### src/rtl/bubble_drive8_top.sv
// Bubble-memory loop emulator: streams a boot image or a replicated page as
// odd/even loop bit pairs, one pair per bubble bit period.
module bubble_drive8_top #(
    parameter int BIT_PERIOD = 1000,
    parameter int LOOP_LEN   = 2053,
    parameter int REP_DELAY  = 16
) (
    input  logic       master_clock,
    input  logic       power_good,
    input  logic       bubble_shift_enable,
    input  logic       replicator_enable,
    input  logic       bootloop_enable,
    input  logic [2:0] image_dip_switch,
    output logic       clock_out,
    output logic       bubble_out_odd,
    output logic       bubble_out_even
);
    localparam int CW = (BIT_PERIOD > 1) ? $clog2(BIT_PERIOD) : 1;
    localparam int PW = (LOOP_LEN > 1) ? $clog2(LOOP_LEN) : 1;
    localparam int DW = (REP_DELAY > 0) ? $clog2(REP_DELAY + 1) : 1;
    // Active-low enables come out of reset deasserted so nothing shifts early.
    localparam logic [5:0] SYNC_RST = 6'b110000;

    logic [5:0] raw, sync1_reg, sync2_reg;
    logic       shift_s, rep_s, boot_s;
    logic [2:0] img_s;

    logic [CW-1:0] bit_cnt_reg, bit_cnt_next;
    logic [PW-1:0] pos_reg, pos_next;
    logic [7:0]    p_reg, p_next;
    logic [7:0]    boot_idx_reg, boot_idx_next;
    logic          win_active_reg, win_active_next;
    logic [DW-1:0] win_delay_reg, win_delay_next;
    logic [7:0]    win_idx_reg, win_idx_next;
    logic          shift_prev_reg, rep_prev_reg, boot_prev_reg;
    logic          clk_reg, clk_next;
    logic          odd_reg, odd_next, even_reg, even_next;

    logic       boundary, shift_on, shift_fall, rep_rise, mode_chg;
    logic [7:0] boot_eff;
    logic [1:0] pair;

    assign raw = {bubble_shift_enable, replicator_enable, bootloop_enable, image_dip_switch};
    assign {shift_s, rep_s, boot_s, img_s} = sync2_reg;

    function automatic logic [7:0] data_byte(input logic [7:0] base, input logic [5:0] k,
                                             input logic [2:0] img);
        return base ^ {2'b00, k} ^ {img, 5'b0};
    endfunction

    // Pair n of a byte holds stream bits 2n (odd) and 2n+1 (even), MSB first.
    function automatic logic [1:0] pair_bits(input logic [7:0] data, input logic [1:0] sel);
        logic [7:0] sh;
        sh = data << {sel, 1'b0};
        return sh[7:6];
    endfunction

    assign boundary   = (bit_cnt_reg == '0);
    assign shift_on   = ~shift_s;
    assign shift_fall = shift_prev_reg & ~shift_s;
    assign rep_rise   = ~rep_prev_reg & rep_s & boot_s;
    assign mode_chg   = (boot_s != boot_prev_reg);
    assign boot_eff   = shift_fall ? 8'd0 : boot_idx_reg;

    always_comb begin
        bit_cnt_next    = (bit_cnt_reg == CW'(BIT_PERIOD - 1)) ? '0 : bit_cnt_reg + CW'(1);
        clk_next        = (bit_cnt_reg < CW'(BIT_PERIOD / 2));
        pos_next        = pos_reg;
        p_next          = p_reg;
        boot_idx_next   = boot_eff;
        win_active_next = win_active_reg;
        win_delay_next  = win_delay_reg;
        win_idx_next    = win_idx_reg;
        odd_next        = odd_reg;
        even_next       = even_reg;
        pair            = 2'b00;

        if (mode_chg)
            win_active_next = 1'b0;

        if (rep_rise) begin
            p_next          = 8'(pos_reg);
            win_active_next = 1'b1;
            win_delay_next  = DW'(REP_DELAY);
            win_idx_next    = 8'd0;
        end

        if (boundary) begin
            if (shift_on) begin
                pos_next = (pos_reg == PW'(LOOP_LEN - 1)) ? '0 : pos_reg + PW'(1);
                if (!boot_s) begin
                    pair          = pair_bits(data_byte(8'hA5, boot_eff[7:2], img_s), boot_eff[1:0]);
                    boot_idx_next = boot_eff + 8'd1;
                end else if (win_active_reg && !mode_chg && !rep_rise) begin
                    if (win_delay_reg != '0) begin
                        win_delay_next = win_delay_reg - DW'(1);
                    end else begin
                        pair         = pair_bits(data_byte(p_reg, win_idx_reg[7:2], img_s), win_idx_reg[1:0]);
                        win_idx_next = win_idx_reg + 8'd1;
                        if (win_idx_reg == 8'hFF)
                            win_active_next = 1'b0;
                    end
                end
            end
            odd_next  = pair[1];
            even_next = pair[0];
        end
    end

    always_ff @(posedge master_clock or posedge power_good) begin
        if (power_good) begin
            sync1_reg      <= SYNC_RST;
            sync2_reg      <= SYNC_RST;
            bit_cnt_reg    <= '0;
            pos_reg        <= '0;
            p_reg          <= 8'd0;
            boot_idx_reg   <= 8'd0;
            win_active_reg <= 1'b0;
            win_delay_reg  <= '0;
            win_idx_reg    <= 8'd0;
            shift_prev_reg <= 1'b1;
            rep_prev_reg   <= 1'b1;
            boot_prev_reg  <= 1'b0;
            clk_reg        <= 1'b0;
            odd_reg        <= 1'b0;
            even_reg       <= 1'b0;
        end else begin
            sync1_reg      <= raw;
            sync2_reg      <= sync1_reg;
            bit_cnt_reg    <= bit_cnt_next;
            pos_reg        <= pos_next;
            p_reg          <= p_next;
            boot_idx_reg   <= boot_idx_next;
            win_active_reg <= win_active_next;
            win_delay_reg  <= win_delay_next;
            win_idx_reg    <= win_idx_next;
            shift_prev_reg <= shift_s;
            rep_prev_reg   <= rep_s;
            boot_prev_reg  <= boot_s;
            clk_reg        <= clk_next;
            odd_reg        <= odd_next;
            even_reg       <= even_next;
        end
    end

    assign clock_out       = clk_reg;
    assign bubble_out_odd  = odd_reg;
    assign bubble_out_even = even_reg;
endmodule

### config.mk
export PLATFORM = sky130hd
export DESIGN_NAME = bubble_drive8_top
export DESIGN_NICKNAME = d
export VERILOG_FILES = /design/src/rtl/bubble_drive8_top.sv
export SDC_FILE = /design/constraint.sdc
export NUM_CORES = 1
export LEC_CHECK = 0
export ABC_AREA = 1
export CORE_MARGIN = 5
export CORE_UTILIZATION = 50
export DETAILED_ROUTE_END_ITERATION = 8
export HOLD_SLACK_MARGIN = 0.05
export PLACE_DENSITY = 0.67
export SYNTH_ARGS = -nofsm -noshare
export SYNTH_HDL_FRONTEND = slang
export SYNTH_SLANG_ARGS = --single-unit
### constraint.sdc
create_clock -name master_clock -period 2.6 [get_ports master_clock]
set_input_delay 0.52 -clock master_clock [delete_from_list [all_inputs] [get_ports master_clock]]
set_output_delay 0.52 -clock master_clock [all_outputs]
set_load 0.005 [all_outputs]
# == After elaboration in Yosys (flattened, before gate mapping) ==
# Cells that the tools add are included.
# op_classes
n_addsub,5
order_cmp,1
n_eq_ne,4
n_shift,2
muxes,30
bitwise_logic,9
n_reduce_logical,7
# op_table
op,n
$mux W8,10
$mux W5,6
$add A8 B1 Y8 const B,2
$shl A8 B3 Y8,2
$xor A8 B8 Y8,2
$add A12 B1 Y12 const B,1
$eq A12 B12 Y1 const B,1
$mux W12,1
$add A10 B1 Y10 const B,1
$eq A10 B10 Y1 const B,1
$logic_not A10 Y1,1
$lt A10 B9 Y1 const B,1
$mux W10,1
$eq A8 B8 Y1 const B,1
$mux W1,8
$mux W2,4
$xor A8 B6 Y8,1
$reduce_bool A5 Y1,1
$sub A5 B1 Y5 const B,1
$not A3 Y4,1
$and A1 B1 Y1,3
$logic_and A1 B1 Y1,2
$logic_not A1 Y1,2
$not A1 Y1,2
2 further kinds,2
# word_totals
ff_bits,70
inputBits,8
out_inout_bits,3

# == Depth between registers and ports, before layout ==
# Gate-level depths: netlist of the first run.
# depth
depth_word,10
mapped_depth,11

# == Least setup slack after synthesis of the first run ==
# No wires, ideal clock.
# synth_path
path_kind,register -> register
from,reg sync2_reg[5]
to,reg boot_idx_reg[4]
setup_ps,113
t_arrival_ps,1493
required_time_ps,2487
slack_ps,994
stages_incl_launch_ff,11
cell_sequence,dfstp_2 > inv_2 > nand2_2 > nand2_1 > inv_1 > ha_1 > inv_1 > nor2_1 > nand4_1 > nand2_1 > inv_1
# synth_via
elab_chain_len,7
# synth_rtl
element,line_no,source
from (decl),24,"logic [5:0] raw, sync1_reg, sync2_reg;"
from (signal assigned),129,sync2_reg <= sync1_reg;
$not A1 Y1 (no source line),-,
$and A1 B1 Y1,60,assign shift_fall = shift_prev_reg & ~shift_s;
$mux W8,63,assign boot_eff = shift_fall ? 8'd0 : boot_idx_reg;
$add A8 B1 Y8,93,boot_idx_next = boot_eff + 8'd1;
$mux W8,91,if (!boot_s) begin
$mux W8,89,if (shift_on) begin
$mux W8 (*),88,if (boundary) begin
named net boot_idx_next[4],31,"logic [7:0] boot_idx_reg, boot_idx_next;"
to (signal assigned),133,boot_idx_reg <= boot_idx_next;
to (decl),31,
# Mark *: on every way through the listed nets, which the timed path passes. The rest lies on a longest branch.
# A chain may end at the register's enable or synchronous reset.

# == Final worst setup path of the first run ==
# Ends and elaborated chain as after synthesis.

==> results of run 1 <==
==> per-layer routing <==
layer,GRT usage,part of all wire
met5,0,0
met3,0.0399,0.039
met1,0.250,0.49
met4,0.0735,0.022
met2,0.285,0.45
==> stage by stage <==
step                      instance area (um2)  worst slack [ns]   util  hold WS, ns  std cells
after floorplan                          3670             0.322      -        0.331        454
after global placement                   3900             0.892  0.540        0.332        559
after detailed placement                 3900             0.784  0.540        0.342        559
after CTS                                4170             0.763  0.577        0.359        575
after global routing                     4170             0.497  0.577        0.362        575
final                                    4170             0.749  0.577        0.357        575
==> worst max path at each step <==
stage	from	endpoint
CTS	sync2_reg[5]	boot_idx_reg[4]
detailed placement	sync2_reg[5]	boot_idx_reg[4]
global route	sync2_reg[5]	boot_idx_reg[4]
floorplan	power_good	bit_cnt_reg[0]
finish	sync2_reg[5]	boot_idx_reg[4]
global placement	sync2_reg[5]	boot_idx_reg[6]
==> logic make-up after synthesis <==
logic type	share of synthesized area
buffers and inverters	0.0842
XOR/XNOR	0.0572
adder cells (fa/ha/maj)	0.0238
AND/OR/NAND/NOR	0.281
flip-flops	0.479
AO/OA/AOI/OAI	0.0750
==> critical path: stages (launching register included) <==
cell and delay [ns]:
dfstp_2 0.62, inv_2 0.10, nand2_2 0.14, nand2_1 0.13
inv_1 0.13, ha_1 0.18, inv_1 0.05, nor2_1 0.16
nand4_1 0.12, nand2_1 0.08, inv_1 0.04
==> cells in the final DEF, fill, tap and decap left out, types with 6 or more instances in the layout <==
| cell | instances |
|---|---|
| nand2_1 | 93 |
| clkbuf_8 | 9 |
| xor2_1 | 13 |
| o21ai_0 | 25 |
| dfstp_2 | 6 |
| ha_1 | 7 |
| nor2_1 | 46 |
| clkdlybuf4s50_1 | 10 |
| nand3_1 | 37 |
| nor3_1 | 10 |
| inv_1 | 69 |
| xnor2_1 | 11 |
| nand4_1 | 18 |
| a21oi_1 | 14 |
| dfrtp_1 | 64 |
==> cell type report <==
class / count / area [um2]
fillers: 670 / 3050
flip-flops and latches: 70 / 1760
multi-input cells: 304 / 1600
inverters: 73 / 274
clock inverters: 7 / 145
repair buffers: 13 / 135
clock buffers: 9 / 124
well taps: 99 / 124
==> power breakdown <==
group          switching (mW)  internal, mW
sequential             0.0128          1.11
combinational          0.0489        0.0261
clock                   0.433         0.739
==> flow_summary.toml, run 1 <==
[floorplanning]
die_h_um = 95.7
chipWidth_um = 95.7
core_um2 = 7210
start_util = 0.509
ioPinCount = 11
row_count = 31
die_area_um2 = 9160

[sta]
slew_violations = 0
hold_viol = 0
fin_tns_setup_ns = 0
finClkSkew_ns = 0.00710
fin_crit_sh = 0.712
worst_slew_pin_slew_ns = 0.481
fin_crit_ns = 1.85
relSlewSlack = 0.677
rsz0062_at_grt = "false"
max_freq_mhz = 540
setup_violations = 0

[synth]
ys_types = 30
synth_edf_count = 0
synth_ff_type = "dfrtp_1"
syn-instance-count = 454
ys_top_cells_by_area = "dfrtp_1 44%, nand2_1 9.5%, inv_1 7.2%"
yosys.area.top_type = "dfrtp_1"
synth.top_cell.area_share = 0.436
synth.net_count = 469
yosysWarnings = 0
avgSynthCellArea_um2 = 8.09
synth_common_cells = "93 x nand2_1, 70 x inv_1, 64 x dfrtp_1"
syn-cell-area_um2 = 3670
synth.most_common_cell = "nand2_1"
async_reset_ff_frac = 1.00
ys_seq_area_frac = 0.479
ys_seq_elements = 70

[layout]
largest_reg_flops = 12
layout-drive-gt1-share = 0.0987
area_growth_pct = 13.4
fin_nets = 486
diodes = 0

[power]
powerDensity_nw_per_um2 = 568
cellLeakagePower_nw = 1.98
finalPower_mw = 2.37
ir_drop_mv = 0.420

[clock_tree]
cts_tree = "built"
postCtsSetupRepairBufs = 0
cts.repair.resized = 0
clk_path_buf_depth = 2
cts_made_buffers = 9
htree_num_levels = 3
clock-sinks = 70
ctsRootBufferMaster = "clkbuf_8"
clk_pin_slew_ns = 0.08
clk_latency_ns = 0.35
hold_buffers = 0

[drt]
dr.pass1.iters = 4
drtIter0Drc = 159
routed_wl_mm = 7.39
drc = 0
dr_total_vias = 2922
antenna_left = 0
via_per_inst = 5.08
wl_per_cell_um = 12.9

[critical_path]
crit_path_end_kind = "flop"
reg2reg_depth = 10
rr_endpoint = "boot_idx_reg[4]"
crit_arrival_ns = 2.10
reg2reg_from = "sync2_reg[5]"
reg2reg_slack_ns = 0.75
path_class = "reg2reg"
worst_ep_required_time_ns = 2.85
crit_fanout = 6
startpoint_type = "flop"

[place]
io_buffers = 10
gp_congestion = 0.892
dp_hpwl_mm = 5.50

[global_routing]
grt_overflow = 0
grt_pass1_wl_mm = 13.1
grt_max_degree = 45
grt_pass1_vias = 2909
grt_use_total = 0.184
antenna_found_initial = 0

[job]
drv_cap = 0

[min_path]
hold_path.startpoint = "sync1_reg[2]"
hp-class = "reg2reg"
hold_depth = 0
hold_end = "sync2_reg[2]"

[status]
status = "complete, no violations"
Power figures use the tool's default switching activity.
==> inputs of run 2 (changes only) <==
--- a/config.mk
+++ b/config.mk
@@ -10,7 +10,7 @@
 export CORE_UTILIZATION = 50
 export DETAILED_ROUTE_END_ITERATION = 8
 export HOLD_SLACK_MARGIN = 0.05
-export PLACE_DENSITY = 0.67
+export PLACE_DENSITY = 0.7
 export SYNTH_ARGS = -nofsm -noshare
 export SYNTH_HDL_FRONTEND = slang
 export SYNTH_SLANG_ARGS = --single-unit
==> constraint.sdc (replaced) <==
create_clock -name master_clock -period 1.49 [get_ports master_clock]
set_input_delay 0.298 -clock master_clock [delete_from_list [all_inputs] [get_ports master_clock]]
set_output_delay 0.298 -clock master_clock [all_outputs]
set_load 0.005 [all_outputs]
==> flow_summary.toml, run 2 (synthesis results as in run 1) <==
[clock_tree]
hold_buffers = 0
clk_path_buf_depth = 2
clock-sinks = 70
clk_latency_ns = 0.35
cts_made_buffers = 9
clk_pin_slew_ns = 0.08
htree_num_levels = 3
cts_tree = "built"
ctsRootBufferMaster = "clkbuf_8"

[global_routing]
grt_pass1_wl_mm = 14.5
grt_overflow = 0
grt_max_degree = 37
grt_use_total = 0.203
grt_pass1_vias = 3230
antenna_found_initial = 0

[place]
gp_congestion = 0.935
io_buffers = 10
dp_hpwl_mm = 5.75
placedCellCount = 606
dpl_worst_slack_ns = -0.155

[min_path]
hp-class = "reg2reg"

[sta]
max_freq_mhz = 635
setup_violations = 20
relSlewSlack = 0.757
fin_crit_ns = 1.58
slew_violations = 0
rsz0062_at_grt = "true"
fin_crit_sh = 1.06
finClkSkew_ns = 0.0108
setup_slack_ns = -0.0855
fin_tns_setup_ns = -0.608
worst_slew_pin_slew_ns = 0.362
hold_viol = 0

[layout]
final_common_cell = "nand2_1"
area_growth_pct = 36.7
fin_nets = 551
diodes = 0
layout-drive-gt1-share = 0.344
fin_cells = 640
largest_reg_flops = 12
final_cell_mix = "76 x nand2_1, 64 x dfrtp_1, 56 x buf_4"
fillers = 537

[power]
powerDensity_nw_per_um2 = 770
ir_drop_mv = 0.723
finalPower_mw = 3.87
cellLeakagePower_nw = 2.34

[critical_path]
reg2reg_slack_ns = -0.09
crit_arrival_ns = 1.78
path_class = "reg2reg"
crit_fanout = 3
startpoint_type = "flop"
crit_path_end_kind = "flop"
worst_ep_required_time_ns = 1.69

[floorplanning]
start_util = 0.509
core_um2 = 7210
ioPinCount = 11
die_h_um = 95.7
row_count = 31
chipWidth_um = 95.7
die_area_um2 = 9160

[drt]
wl_per_cell_um = 14.2
dr_total_vias = 3296
antenna_left = 0
drtIter0Drc = 167
via_per_inst = 5.15
routed_wl_mm = 9.11
dr.pass1.iters = 7
drc = 0

[job]
drv_cap = 0

[status]
status = "finished with violations"
violations = "negative setup slack"
==> run 2: area by class of cell <==
type	instances	area, um2	share of cell area
clock buffers	9	124	0.0247
clock inverters	7	97.6	0.0194
flip-flops and latches	70	1760	0.351
multi-input cells	304	1950	0.389
well taps	99	124	0.0247
repair buffers	78	673	0.134
inverters	73	288	0.0573
==> run 2: worst paths after layout <==
| kind | cells after the start | end | start |
|---|---|---|---|
| max | 10 | win_active_reg | win_delay_reg[0] |
| min | 0 | sync2_reg[3] | sync1_reg[3] |
| max reg2reg | 10 | win_active_reg | win_delay_reg[0] |
| min reg2reg | 0 | sync2_reg[3] | sync1_reg[3] |
| max in group asynchronous | 3 | sync1_reg[4] | power_good |
| min in group asynchronous | 3 | boot_idx_reg[4] | power_good |
==> run 2: per-layer routing <==
| layer | vias up | share of wire | global-route usage |
|---|---|---|---|
| li1 | 1619 | - | - |
| met1 | 1575 | 0.43 | 0.253 |
| met2 | 85 | 0.51 | 0.346 |
| met3 | 17 | 0.047 | 0.0524 |
| met4 | 0 | 0.017 | 0.0628 |
| met5 | - | 0 | 0 |
==> run 2: report_power, final <==
group	switching [mW]	internal [mW]
Sequential	0.0216	1.93
Combinational	0.118	0.0884
Clock	0.758	0.947
Total	0.898	2.97
==> run 2: metrics by stage <==
stage                      util  hold WS [ns]  area (um2)
after floorplan               -         0.302        3690
after global placement    0.593         0.332        4280
after detailed placement  0.593         0.336        4280
after CTS                 0.659         0.337        4750
after global routing      0.696         0.337        5020
final                     0.696         0.353        5020
==> run 2: worst max-delay path: stages (launching register included) <==
cell and delay, ns:
dfrtp_1 0.39, inv_2 0.08, ha_4 0.14, nand2_2 0.07
nor2_4 0.10, nand2_2 0.07, inv_2 0.10, buf_4 0.11
nand3_1 0.06, nor2_1 0.16, o21ai_0 0.14
==> run 2: what timing repair did <==
item	4_1_cts	5_1_grt
endpoints found under the setup margin	33	45
gates resized for setup	57	64
pin swaps	18	23
setup buffers	10	10
==> inputs of run 3 (changes only) <==
--- a/config.mk
+++ b/config.mk
@@ -8,6 +8,7 @@
 export ABC_AREA = 1
 export CORE_MARGIN = 5
 export CORE_UTILIZATION = 50
+export CTS_CLUSTER_SIZE = 28
 export DETAILED_ROUTE_END_ITERATION = 8
 export HOLD_SLACK_MARGIN = 0.05
 export PLACE_DENSITY = 0.7
==> results of run 3 <==
Final layout, timing and power as in run 2 (identical DEF).
